--- src/rtl/branch_resolve_ctrl_if.sv ---
// Fetch/execute <-> branch resolve controller bundle.
// BP_STATS_EN adds the predictor statistics counters.
interface branch_resolve_ctrl_if #(
    parameter int DEPTH = 4
);
    localparam int CW = $clog2(DEPTH) + 1;

    logic          push;
    logic [15:0]   push_pc;
    logic          push_pred;
    logic [15:0]   push_target;
    logic          resolve;
    logic          resolve_taken;
    logic [15:0]   resolve_target;
    logic          load_BR;
    logic          BR_taken;
    logic [15:0]   idex_PC;
    logic          flush;
    logic          redirect_valid;
    logic [15:0]   redirect_pc;
    logic          full;
    logic          empty;
    logic [CW-1:0] count;
`ifdef BP_STATS_EN
    logic [15:0]   stat_resolved;
    logic [15:0]   stat_mispredict;
`endif

    modport master (
        output push, push_pc, push_pred, push_target,
        output resolve, resolve_taken, resolve_target,
        input  load_BR, BR_taken, idex_PC,
        input  flush, redirect_valid, redirect_pc,
        input  full, empty, count
`ifdef BP_STATS_EN
        , input stat_resolved, stat_mispredict
`endif
    );

    modport slave (
        input  push, push_pc, push_pred, push_target,
        input  resolve, resolve_taken, resolve_target,
        output load_BR, BR_taken, idex_PC,
        output flush, redirect_valid, redirect_pc,
        output full, empty, count
`ifdef BP_STATS_EN
        , output stat_resolved, stat_mispredict
`endif
    );
endinterface

--- src/rtl/branch_resolve_ctrl.sv ---
// In-order branch queue: predictor update, flush and PC redirect on mispredict.
// BP_STATS_EN adds saturating resolve/mispredict counters.
module branch_resolve_ctrl #(
    parameter int DEPTH        = 4,
    parameter int FLUSH_CYCLES = 2
) (
    input logic                 clk,
    input logic                 reset_n,
    branch_resolve_ctrl_if.slave bus
);
    localparam int AW = $clog2(DEPTH);
    localparam int CW = AW + 1;
    localparam int FW = $clog2(FLUSH_CYCLES + 1);

    typedef enum logic {RUN, FLUSH} state_t;

    state_t state, state_nx;

    logic [15:0]   pc_q  [DEPTH];
    logic [15:0]   tgt_q [DEPTH];
    logic          pred_q[DEPTH];
    logic [AW-1:0] head, tail;
    logic [CW-1:0] count;
    logic [FW-1:0] fcnt;

    logic          load_br_r, br_taken_r, redir_r;
    logic [15:0]   idex_pc_r, redir_pc_r;

    logic          full, empty;
    logic          do_res, do_push, mis;
    logic [15:0]   h_pc, h_tgt, rpc;
    logic          h_pred;

    assign full    = count == CW'(DEPTH);
    assign empty   = count == '0;
    assign h_pc    = pc_q[head];
    assign h_tgt   = tgt_q[head];
    assign h_pred  = pred_q[head];

    assign do_res  = state == RUN && bus.resolve && !empty;
    assign mis     = do_res &&
                     (h_pred != bus.resolve_taken ||
                      (h_pred && h_tgt != bus.resolve_target));
    // a push may take the slot freed by a same-cycle correct resolve
    assign do_push = state == RUN && bus.push && !mis &&
                     (!full || do_res);
    assign rpc     = bus.resolve_taken ? bus.resolve_target
                                       : h_pc + 16'd2;

    always_comb begin
        state_nx = state;
        unique case (state)
            RUN:   if (mis) state_nx = FLUSH;
            FLUSH: if (fcnt == '0) state_nx = RUN;
            default: state_nx = RUN;
        endcase
    end

    always_ff @(posedge clk or negedge reset_n) begin
        if (!reset_n) state <= RUN;
        else          state <= state_nx;
    end

    always_ff @(posedge clk or negedge reset_n) begin
        if (!reset_n) begin
            fcnt <= '0;
        end else if (mis) begin
            fcnt <= FW'(FLUSH_CYCLES - 1);
        end else if (state == FLUSH && fcnt != '0) begin
            fcnt <= fcnt - FW'(1);
        end
    end

    always_ff @(posedge clk or negedge reset_n) begin
        if (!reset_n) begin
            head  <= '0;
            tail  <= '0;
            count <= '0;
        end else if (mis) begin
            head  <= '0;
            tail  <= '0;
            count <= '0;
        end else begin
            if (do_res)  head <= head + AW'(1);
            if (do_push) tail <= tail + AW'(1);
            if (do_push && !do_res)      count <= count + CW'(1);
            else if (do_res && !do_push) count <= count - CW'(1);
        end
    end

    always_ff @(posedge clk) begin
        if (do_push) begin
            pc_q[tail]   <= bus.push_pc;
            tgt_q[tail]  <= bus.push_target;
            pred_q[tail] <= bus.push_pred;
        end
    end

    always_ff @(posedge clk or negedge reset_n) begin
        if (!reset_n) begin
            load_br_r  <= 1'b0;
            br_taken_r <= 1'b0;
            idex_pc_r  <= 16'h0000;
            redir_r    <= 1'b0;
            redir_pc_r <= 16'h0000;
        end else begin
            load_br_r <= do_res;
            redir_r   <= mis;
            if (do_res) begin
                br_taken_r <= bus.resolve_taken;
                idex_pc_r  <= h_pc;
            end
            if (mis) redir_pc_r <= rpc;
        end
    end

`ifdef BP_STATS_EN
    logic [15:0] st_res, st_mis;

    always_ff @(posedge clk or negedge reset_n) begin
        if (!reset_n) begin
            st_res <= '0;
            st_mis <= '0;
        end else begin
            if (do_res && st_res != 16'hFFFF) st_res <= st_res + 16'd1;
            if (mis && st_mis != 16'hFFFF)    st_mis <= st_mis + 16'd1;
        end
    end

    assign bus.stat_resolved   = st_res;
    assign bus.stat_mispredict = st_mis;
`endif

    assign bus.load_BR        = load_br_r;
    assign bus.BR_taken       = br_taken_r;
    assign bus.idex_PC        = idex_pc_r;
    assign bus.flush          = state == FLUSH;
    assign bus.redirect_valid = redir_r;
    assign bus.redirect_pc    = redir_pc_r;
    assign bus.full           = full;
    assign bus.empty          = empty;
    assign bus.count          = count;
endmodule

--- src/flat_wrapper.sv ---
// flat-port wrapper written by rule: the top's interface ports become plain ports
module branch_resolve_ctrl_flat 
#(
    parameter int DEPTH        = 4,
    parameter int FLUSH_CYCLES = 2
)
  (clk, reset_n, bus_push, bus_push_pc, bus_push_pred, bus_push_target, bus_resolve, bus_resolve_taken, bus_resolve_target, bus_load_BR, bus_BR_taken, bus_idex_PC, bus_flush, bus_redirect_valid, bus_redirect_pc, bus_full, bus_empty, bus_count);
  branch_resolve_ctrl_if #(.DEPTH(DEPTH)) bus_i ();
  input logic clk;
  input logic reset_n;
  input wire logic [$bits(bus_i.push)-1:0] bus_push;
  input wire logic [$bits(bus_i.push_pc)-1:0] bus_push_pc;
  input wire logic [$bits(bus_i.push_pred)-1:0] bus_push_pred;
  input wire logic [$bits(bus_i.push_target)-1:0] bus_push_target;
  input wire logic [$bits(bus_i.resolve)-1:0] bus_resolve;
  input wire logic [$bits(bus_i.resolve_taken)-1:0] bus_resolve_taken;
  input wire logic [$bits(bus_i.resolve_target)-1:0] bus_resolve_target;
  output wire logic [$bits(bus_i.load_BR)-1:0] bus_load_BR;
  output wire logic [$bits(bus_i.BR_taken)-1:0] bus_BR_taken;
  output wire logic [$bits(bus_i.idex_PC)-1:0] bus_idex_PC;
  output wire logic [$bits(bus_i.flush)-1:0] bus_flush;
  output wire logic [$bits(bus_i.redirect_valid)-1:0] bus_redirect_valid;
  output wire logic [$bits(bus_i.redirect_pc)-1:0] bus_redirect_pc;
  output wire logic [$bits(bus_i.full)-1:0] bus_full;
  output wire logic [$bits(bus_i.empty)-1:0] bus_empty;
  output wire logic [$bits(bus_i.count)-1:0] bus_count;
  assign bus_i.push = bus_push;
  assign bus_i.push_pc = bus_push_pc;
  assign bus_i.push_pred = bus_push_pred;
  assign bus_i.push_target = bus_push_target;
  assign bus_i.resolve = bus_resolve;
  assign bus_i.resolve_taken = bus_resolve_taken;
  assign bus_i.resolve_target = bus_resolve_target;
  assign bus_load_BR = bus_i.load_BR;
  assign bus_BR_taken = bus_i.BR_taken;
  assign bus_idex_PC = bus_i.idex_PC;
  assign bus_flush = bus_i.flush;
  assign bus_redirect_valid = bus_i.redirect_valid;
  assign bus_redirect_pc = bus_i.redirect_pc;
  assign bus_full = bus_i.full;
  assign bus_empty = bus_i.empty;
  assign bus_count = bus_i.count;
  branch_resolve_ctrl #(.DEPTH(DEPTH), .FLUSH_CYCLES(FLUSH_CYCLES)) u_core (.clk(clk), .reset_n(reset_n), .bus(bus_i));
endmodule
--- config.mk ---
export PLATFORM = sky130hd
export DESIGN_NAME = branch_resolve_ctrl_flat
export DESIGN_NICKNAME = d
export VERILOG_FILES = /design/src/rtl/branch_resolve_ctrl_if.sv /design/src/rtl/branch_resolve_ctrl.sv /design/src/flat_wrapper.sv
export SDC_FILE = /design/constraint.sdc
export NUM_CORES = 1
export LEC_CHECK = 0
export ABC_CLOCK_PERIOD_IN_PS = 4000
export CAP_MARGIN = 20
export CORE_ASPECT_RATIO = 1.25
export CORE_MARGIN = 5
export CORE_UTILIZATION = 55
export DETAILED_ROUTE_END_ITERATION = 8
export PLACE_DENSITY = 0.8
export SYNTH_ARGS = -nofsm -noshare
export SYNTH_HDL_FRONTEND = slang
export SYNTH_SLANG_ARGS = --single-unit
--- constraint.sdc ---
create_clock -name clk -period 4 [get_ports clk]
set_input_delay 0.6 -clock clk [delete_from_list [all_inputs] [get_ports clk]]
set_output_delay 0.6 -clock clk [all_outputs]
set_load 0.005 [all_outputs]
Word level (Yosys, flattened, before mapping) --
Memory sizes are Yosys's and may differ from the RTL's. Index checks and enable logic that the tools add are counted.
Storage, ports and cells: register bits after elaboration 45, memory bits (writable) 132, input port bits 54, output and inout port bits 41, logic and storage cells 62, memories 3
Memory list:
- u_core.pc_q | words 4, bits a word 16, rd ports 1, clocked after Yosys merged registers in 0, wr ports 1, RTL line branch_resolve_ctrl.sv:19 | logic [15:0] pc_q [DEPTH];
- u_core.tgt_q | words 4, bits a word 16, rd ports 1, clocked after Yosys merged registers in 0, wr ports 1, RTL line branch_resolve_ctrl.sv:20 | logic [15:0] tgt_q [DEPTH];
- u_core.pred_q | words 4, bits a word 1, rd ports 1, clocked after Yosys merged registers in 0, wr ports 1, RTL line branch_resolve_ctrl.sv:21 | logic pred_q[DEPTH];
Operators by class: add/sub/neg operators 6, eq/ne operators 3, multiplexer cells 15, bitwise operators 1, reduce and logical (&&, ||, !) cells 24
Operators by type and width (count):
- $add 16x2->16 const B | 1
- $mux 16 | 1
- $ne 16x16->1 | 1
- $mux 2 | 6
- $logic_and 1x1->1 | 10
- $mux 3 | 3
- $reduce_bool 2->1 | 4
- $logic_not 1->1 | 5
- $add 2x1->2 const B | 2
- $mux 1 | 4
- $add 3x1->3 const B | 1
- $eq 3x3->1 const B | 1
- $logic_not 3->1 | 1
- $reduce_bool 3->1 | 1
- $sub 3x1->3 const B | 1
- $logic_not 2->1 | 1
- $logic_or 1x1->1 | 2
- $pmux 1 s2 | 1
- $sub 2x1->2 const B | 1
- $ne 1x1->1 | 1
- $not 1->1 | 1

Depth between registers and ports, before layout --
Gate-level depths: netlist of run 1. An unclocked memory read counts as a cell.
word-level depth 13, depth in mapped cells 12, gate-level depth less buffers 8

Least setup slack after synthesis of run 1 --
No wires, ideal clock.
path type flip-flop to flip-flop, from register u_core.head[0], to memory u_core.pc_q[0][0], enable pin, library setup time 0.393 ns, data arrival time 3.178 ns, setup slack 0.429 ns, cell stages (with the launch flop) 10, path buffers 3, period minus slack after synthesis 3.571 ns, cell sequence dfrtp_1 -> buf_6 -> buf_6 -> mux4_2 -> xnor2_1 -> nand4_1 -> or4_4 -> o21ai_4 -> buf_2 -> and3_1
On the way: word-level cells in the longest chain between the ends 10, elaborated cells between the ends (all ways) 12, those cells by class eq/ne (2); mux (2); reduce/logical (6); memory (2)
RTL lines:
- start, declared | RTL line branch_resolve_ctrl.sv:22 | logic [AW-1:0] head, tail;
- start signal, assigned | RTL line branch_resolve_ctrl.sv:84 | if (do_res) head <= head + AW'(1);
- $mem_v2 4x16
- $ne 16x16->1 | RTL line branch_resolve_ctrl.sv:43 | (h_pred && h_tgt != bus.resolve_target));
- $logic_and 1x1->1 | RTL line branch_resolve_ctrl.sv:43
- $logic_or 1x1->1 * | RTL line branch_resolve_ctrl.sv:42 | (h_pred != bus.resolve_taken ||
- $logic_and 1x1->1 * | RTL line branch_resolve_ctrl.sv:41 | assign mis = do_res &&
- $logic_not 1->1 * | RTL line branch_resolve_ctrl.sv:45 | assign do_push = state == RUN && bus.push && !mis &&
- $logic_and 1x1->1 * (2 in a row) | RTL line branch_resolve_ctrl.sv:45
- $mux 1 * | RTL line branch_resolve_ctrl.sv:92 | if (do_push) begin
- $mux 1 (not written as such) * | RTL line branch_resolve_ctrl.sv:93 | pc_q[tail] <= bus.push_pc;
- end, declared | RTL line branch_resolve_ctrl.sv:19
Mark *: on every way between the ends. The rest lies on a longest branch, timed or not.

Worst setup path in the final report of run 1 --
from register u_core.head[1], to register u_core.redir_pc_r[14], in the netlist u_core.bus.redirect_pc[14]
On the way: word-level cells in the longest chain between the ends 5, elaborated cells between the ends (all ways) 10, those cells by class add/sub (1); eq/ne (2); mux (1); reduce/logical (3); memory (3)
RTL lines:
- $mem_v2 4x16
- $ne 16x16->1 | RTL line branch_resolve_ctrl.sv:43
- $logic_and 1x1->1 | RTL line branch_resolve_ctrl.sv:43
- $logic_or 1x1->1 * | RTL line branch_resolve_ctrl.sv:42
- $logic_and 1x1->1 * | RTL line branch_resolve_ctrl.sv:41
- net u_core.mis | RTL line branch_resolve_ctrl.sv:30 | logic do_res, do_push, mis;
- end signal, assigned | RTL line branch_resolve_ctrl.sv:113 | if (mis) redir_pc_r <= rpc;
- end, declared | RTL line branch_resolve_ctrl.sv:27 | logic [15:0] idex_pc_r, redir_pc_r;
The timed path passes the listed nets; every way through them passes the cells marked *. A chain may end at the register's enable or synchronous reset.

==> impl_metrics.ini, run 1 <==
[outcome]
outcome = finished clean

[synth]
synth_fp_nets = 493
yosysTopAreaCellShare = 0.544
synth-seq-cells = 177
async_reset_ff_frac = 0.254
ys.flop_type = edfxtp_1
netlist_instances = 432
synth_edf_count = 132
yosysTopAreaCell = edfxtp_1
yosysUniqueCellTypes = 37
synth_top_cells_by_area = edfxtp_1 54%, dfrtp_1 15%, mux4_2 9.0%
syn_area_mm2 = 0.00729
seq_area_frac_synth = 0.698
avgSynthCellArea_um2 = 16.9
yosys_warnings = 0

[clock_network]
cts_buffers = 17
post-cts-setup-buffers = 0
cts.sinks = 177
cts_tree = yes
cts_resized = 0
postCtsHoldBufs = 0
cts_buffer_depth = 2
path_clk_slew_ns = 0.07
h-tree-depth = 4
cts-root-buf = clkbuf_16
clock_latency_ns = 0.42

[floorplan]
start_util = 0.556
die_h_um = 139
core_mm2 = 0.0131
fp.dieW_um = 113
pin_count = 95
die_area_mm2 = 0.0157
rows = 47

[critical_path]
cp.required_ns = 4.30
crit_family = buffers and inverters
worstPathCellList = buf_4 > mux4_2 > xnor2_1 > nand4_1 > or4_4 > o21ai_4 > buf_4 > inv_2 > mux2_2
critical_path_arrival_ns = 3.66
cpPeakStageDelay_ns = 0.58
startpoint_type = flip-flop
cp-end-kind = flip-flop
critPathMostFrequentCell = buf_4
r2r-end = u_core.bus.redirect_pc[14]
path_buf_inv = 3
worst_path_max_delay_cell = dfrtp_1
timing.rr.start = u_core.head[1]
r2r_setup_slack_ns = 0.65
worstSetupPathType = reg -> reg
r2r_cells = 9
critical_path_peak_fanout = 29
startpoint = u_core.head[1]

[finish]
antenna_cells = 0
final_cell_mix = 132 x edfxtp_1, 93 x clkdlybuf4s50_1, 44 x dfrtp_1, 33 x nand2_1, 29 x mux4_2
drive_gt1_frac = 0.183
seq_area_mm2 = 0.00509
final_common_cell = edfxtp_1
n_fill_cell = 841
syn_to_final_growth_pct = 24.0
finalInstanceArea_mm2 = 0.00903
final_nets = 605
multiInputGateArea_mm2 = 0.00206

[global_route]
antenna_found_initial = 0
grt_max_degree = 46
track_usage = 0.215
grt_overflow = 0
grt_pass1_vias = 4507
grt_pass1_wl_um = 25200

[timing]
worst_slack_ns = 0.646
fin_worst_skew_ns = 0.00976
relSlewSlack = 0.680
hold_viol_final = 0
setup_viol = 0
fin_crit_ns = 3.35
fin_crit_sh = 0.839
rsz0062_at_grt = no
fin_setup_tns_ns = 0
fmax_mhz = 298
final_max_slew_viol_count = 0
worst_pin_slew_ns = 0.481

[placed_design]
preCtsSetupSlack_ns = 0.709
dp_hpwl_um = 11100
port-buffer-count = 94
gp_congestion = 0.835
post_dp_cell_area_mm2 = 0.00847

[routing]
drc_errors = 0
dr.pass1.iters = 5
vias = 4212
wl_per_cell_um = 22.2
wirelength_um = 16200
vias_per_cell = 5.79
ant_nets = 0
drt_iter0_markers = 297

[flow_run]
cap_violations = 0

[power]
pwr_density_cell_mw_per_mm2 = 699
finalPower_mw = 6.31
vdd_drop_max_v = 0.000400
leakage_nw = 3.20

[hold_path]
hold_path.class = in -> async
[cells in the mapped netlist (2+ instances only)]
cell      number
o22ai_1        2
mux4_2        29
buf_6          2
buf_1          5
and3_1         9
edfxtp_1     132
mux2i_1       14
nand4_1        4
o21a_1         2
ha_1           6
clkbuf_1       3
nand2_1       33
xnor2_1       24
nand3_1        8
buf_2          5
a211oi_1       3
nor2_1        13
xor2_1        10
o21ai_0       22
mux2_2        24
a21oi_1        9
dfrtp_1       45
and2_1         2
inv_1         13
[cell families after synthesis]
group / count (synthesis) / synth area share
buffers and inverters: 30 / 0.0189
and+or+nand+nor: 74 / 0.0476
adders and majority gates: 7 / 0.0130
DFF: 177 / 0.698
muxes: 67 / 0.146
xor gates and xnor gates: 34 / 0.0409
AOI/OAI and AO/OA: 43 / 0.0352
[area by class of cell]
| type | instances | area share |
|---|---|---|
| clock inverter | 13 | 0.0123 |
| clock buffer | 19 | 0.0479 |
| timing repair buffer | 109 | 0.119 |
| sequential | 177 | 0.563 |
| multi-input combinational | 225 | 0.228 |
| inverter | 14 | 0.00582 |
| tap | 171 | 0.0237 |
[per-stage QoR]
stage	utilization	hold slack (ns)	std cells
2_1_floorplan	-	0.304	432
3_3_place_gp	0.646	0.464	695
3_5_place_dp	0.646	0.471	695
4_1_cts	0.687	0.407	727
5_1_grt	0.689	0.156	728
6_report	0.689	0.128	728
[worst max path at each step]
stage,endpoint,slack [ns],depth (start not counted)
after CTS,u_core.bus.redirect_pc[14],0.64,9
final,u_core.bus.redirect_pc[14],0.65,9
after global routing,u_core.bus.redirect_pc[14],0.41,9
after detailed placement,u_core.bus.redirect_pc[14],0.71,9
after global placement,u_core.bus.redirect_pc[9],0.79,9
after floorplan,u_core.pc_q[0][0],0.43,9
[layer usage]
| metal | vias up | global-route usage | part of all wire |
|---|---|---|---|
| met2 | 171 | 0.375 | 0.54 |
| li1 | 1873 | - | - |
| met4 | 0 | 0.0741 | 0.025 |
| met3 | 32 | 0.0541 | 0.065 |
| met1 | 2136 | 0.260 | 0.37 |
| met5 | - | 0 | 0 |
[flip-flops by register name (all words and copies together), names as in the netlist]
signal and count:
u_core.bus.load_BR 1, u_core.bus.idex_PC 16, u_core.bus.flush 1, u_core.bus.count 3
u_core.fcnt 2, u_core.tgt_q 64, u_core.bus.BR_taken 1, u_core.pc_q 64
u_core.bus.redirect_pc 16, u_core.pred_q 4, u_core.bus.redirect_valid 1, u_core.tail 2
u_core.head 2
[report_power, final]
part	internal, mW	switching (mW)
Sequential	2.40	0.228
Clock	0.855	0.666
Combinational	1.14	1.02
[worst register-to-register path, stage by stage, from the launching register on]
cell	delay, ns
dfrtp_1	0.58
buf_4	0.42
mux4_2	0.38
xnor2_1	0.16
nand4_1	0.16
or4_4	0.56
o21ai_4	0.20
buf_4	0.30
inv_2	0.17
mux2_2	0.30
(Power assumes the default switching activity.)
==> run 2: changes to the inputs <==
Settings changed: ABC_CLOCK_PERIOD_IN_PS 4000 to 3400.
Clock period 4 ns to 3.4 ns, I/O delays scaled along.
==> impl_metrics.ini, run 2 (same netlist as run 1, synthesis figures left out) <==
[critical_path]
critical_path_peak_fanout = 29
timing.rr.start = u_core.head[0]
r2r-end = u_core.bus.redirect_pc[11]
startpoint_type = flip-flop
cp.required_ns = 3.70
r2r_setup_slack_ns = 0.23
cpPeakStageDelay_ns = 0.55
cp.depth = 9
worst_path_max_delay_cell = dfrtp_2
startpoint = u_core.head[0]
critical_path_arrival_ns = 3.48
worstPathCellList = buf_12 > mux4_2 > xnor2_1 > nand2_1 > or4_4 > o21ai_4 > buf_4 > inv_2 > mux2_2
r2r_cells = 9
worstSetupPathType = reg -> reg
path_buf_inv = 3
critical_path.endpoint = u_core.bus.redirect_pc[11]
cp-end-kind = flip-flop
crit_family = multiplexers

[clock_network]
clock_latency_ns = 0.42
cts_buffers = 17
cts-root-buf = clkbuf_16
cts_buffer_depth = 2
cts.sinks = 177
h-tree-depth = 4
cts_tree = yes
path_clk_slew_ns = 0.06

[finish]
multiInputGateArea_mm2 = 0.00206
seq_area_mm2 = 0.00509
final_nets = 605
n_fill_cell = 827
antenna_cells = 0
drive_gt1_frac = 0.185
top_regs = u_core.pc_q: 64 flops, u_core.tgt_q: 64 flops
syn_to_final_growth_pct = 24.7
final_common_cell = edfxtp_1
final_cell_mix = 132 x edfxtp_1, 93 x clkdlybuf4s50_1, 44 x dfrtp_1, 33 x nand2_1, 29 x mux4_2

[timing]
fmax_mhz = 315
fin_setup_tns_ns = 0
relSlewSlack = 0.647
fin_crit_ns = 3.17
setup_viol = 0
fin_worst_skew_ns = 0.00788
final_max_slew_viol_count = 0
rsz0062_at_grt = no
fin_crit_sh = 0.934
worst_pin_slew_ns = 0.528
hold_viol_final = 0

[global_route]
grt_overflow = 0
track_usage = 0.221
antenna_found_initial = 0
grt_max_degree = 46
grt_pass1_vias = 4582
grt_pass1_wl_um = 26000

[routing]
vias = 4153
drt_iter0_markers = 254
vias_per_cell = 5.70
wirelength_um = 16500
ant_nets = 0
dr.pass1.iters = 5
wl_per_cell_um = 22.7
drc_errors = 0

[placed_design]
dp_hpwl_um = 11100
gp_congestion = 0.787
port-buffer-count = 94

[floorplan]
start_util = 0.556
die_area_mm2 = 0.0157
pin_count = 95
rows = 47
core_mm2 = 0.0131
die_h_um = 139
fp.dieW_um = 113

[power]
pwr_density_cell_mw_per_mm2 = 830
finalPower_mw = 7.55
vdd_drop_max_v = 0.000419
leakage_nw = 3.22

[flow_run]
cap_violations = 0

[outcome]
outcome = finished clean

[hold_path]
hold_path.class = in -> async
[run 2: area by class of cell]
class                           count  area share
Clock buffer                       22      0.0500
Timing Repair Buffer              109       0.121
Multi-Input combinational cell    225       0.227
Tap cell                          171      0.0235
Clock inverter                     10      0.0124
Inverter                           14     0.00578
Sequential cell                   177       0.560
[run 2: worst register-to-register path, cell delays in order, from the launching register on]
cell and delay (ns):
dfrtp_2 0.55, buf_12 0.27, mux4_2 0.56, xnor2_1 0.17, nand2_1 0.08, or4_4 0.44
o21ai_4 0.19, buf_4 0.31, inv_2 0.17, mux2_2 0.31
[run 2: layer usage]
| layer | up-vias | GRT usage | share of wire |
|---|---|---|---|
| met5 | - | 0 | 0 |
| met4 | 0 | 0.0785 | 0.019 |
| met3 | 26 | 0.0454 | 0.045 |
| met2 | 135 | 0.375 | 0.53 |
| met1 | 2125 | 0.282 | 0.40 |
| li1 | 1867 | - | - |
[run 2: how the worst min path moves through the flow]
stage | to | slack (ns) | depth (start not counted)
3_5_place_dp | u_core.bus.redirect_pc[12] | 0.47 | 2
4_1_cts | u_core.bus.count[0] | 0.31 | 1
2_1_floorplan | u_core.bus.BR_taken | 0.21 | 0
6_report | u_core.bus.count[2] | 0.46 | 2
3_3_place_gp | u_core.bus.redirect_pc[2] | 0.46 | 2
5_1_grt | u_core.bus.count[2] | 0.47 | 2
[run 2: per-stage QoR]
step | area [um2] | hold WS [ns] | instances | utilization | setup slack, ns
global placement | 8490 | 0.462 | 694 | 0.648 | 0.284
CTS | 9060 | 0.307 | 726 | 0.691 | 0.213
floorplan | 7290 | 0.214 | 432 | - | 0.169
finish | 9090 | 0.460 | 728 | 0.693 | 0.225
detailed placement | 8490 | 0.470 | 694 | 0.648 | 0.260
global route | 9090 | 0.472 | 728 | 0.693 | 0.0359
[run 2: repair_timing]
item	in CTS	in global routing
setup buffers	0	0
hold buffers	0	1
resized for setup	0	0
hold endpoints to repair	0	6
[run 2: where the power goes]
| group | switching [mW] | internal, mW | total, mW |
|---|---|---|---|
| sequential | 0.265 | 2.82 | 3.09 |
| combinational | 1.22 | 1.36 | 2.57 |
| clock | 0.783 | 1.10 | 1.88 |
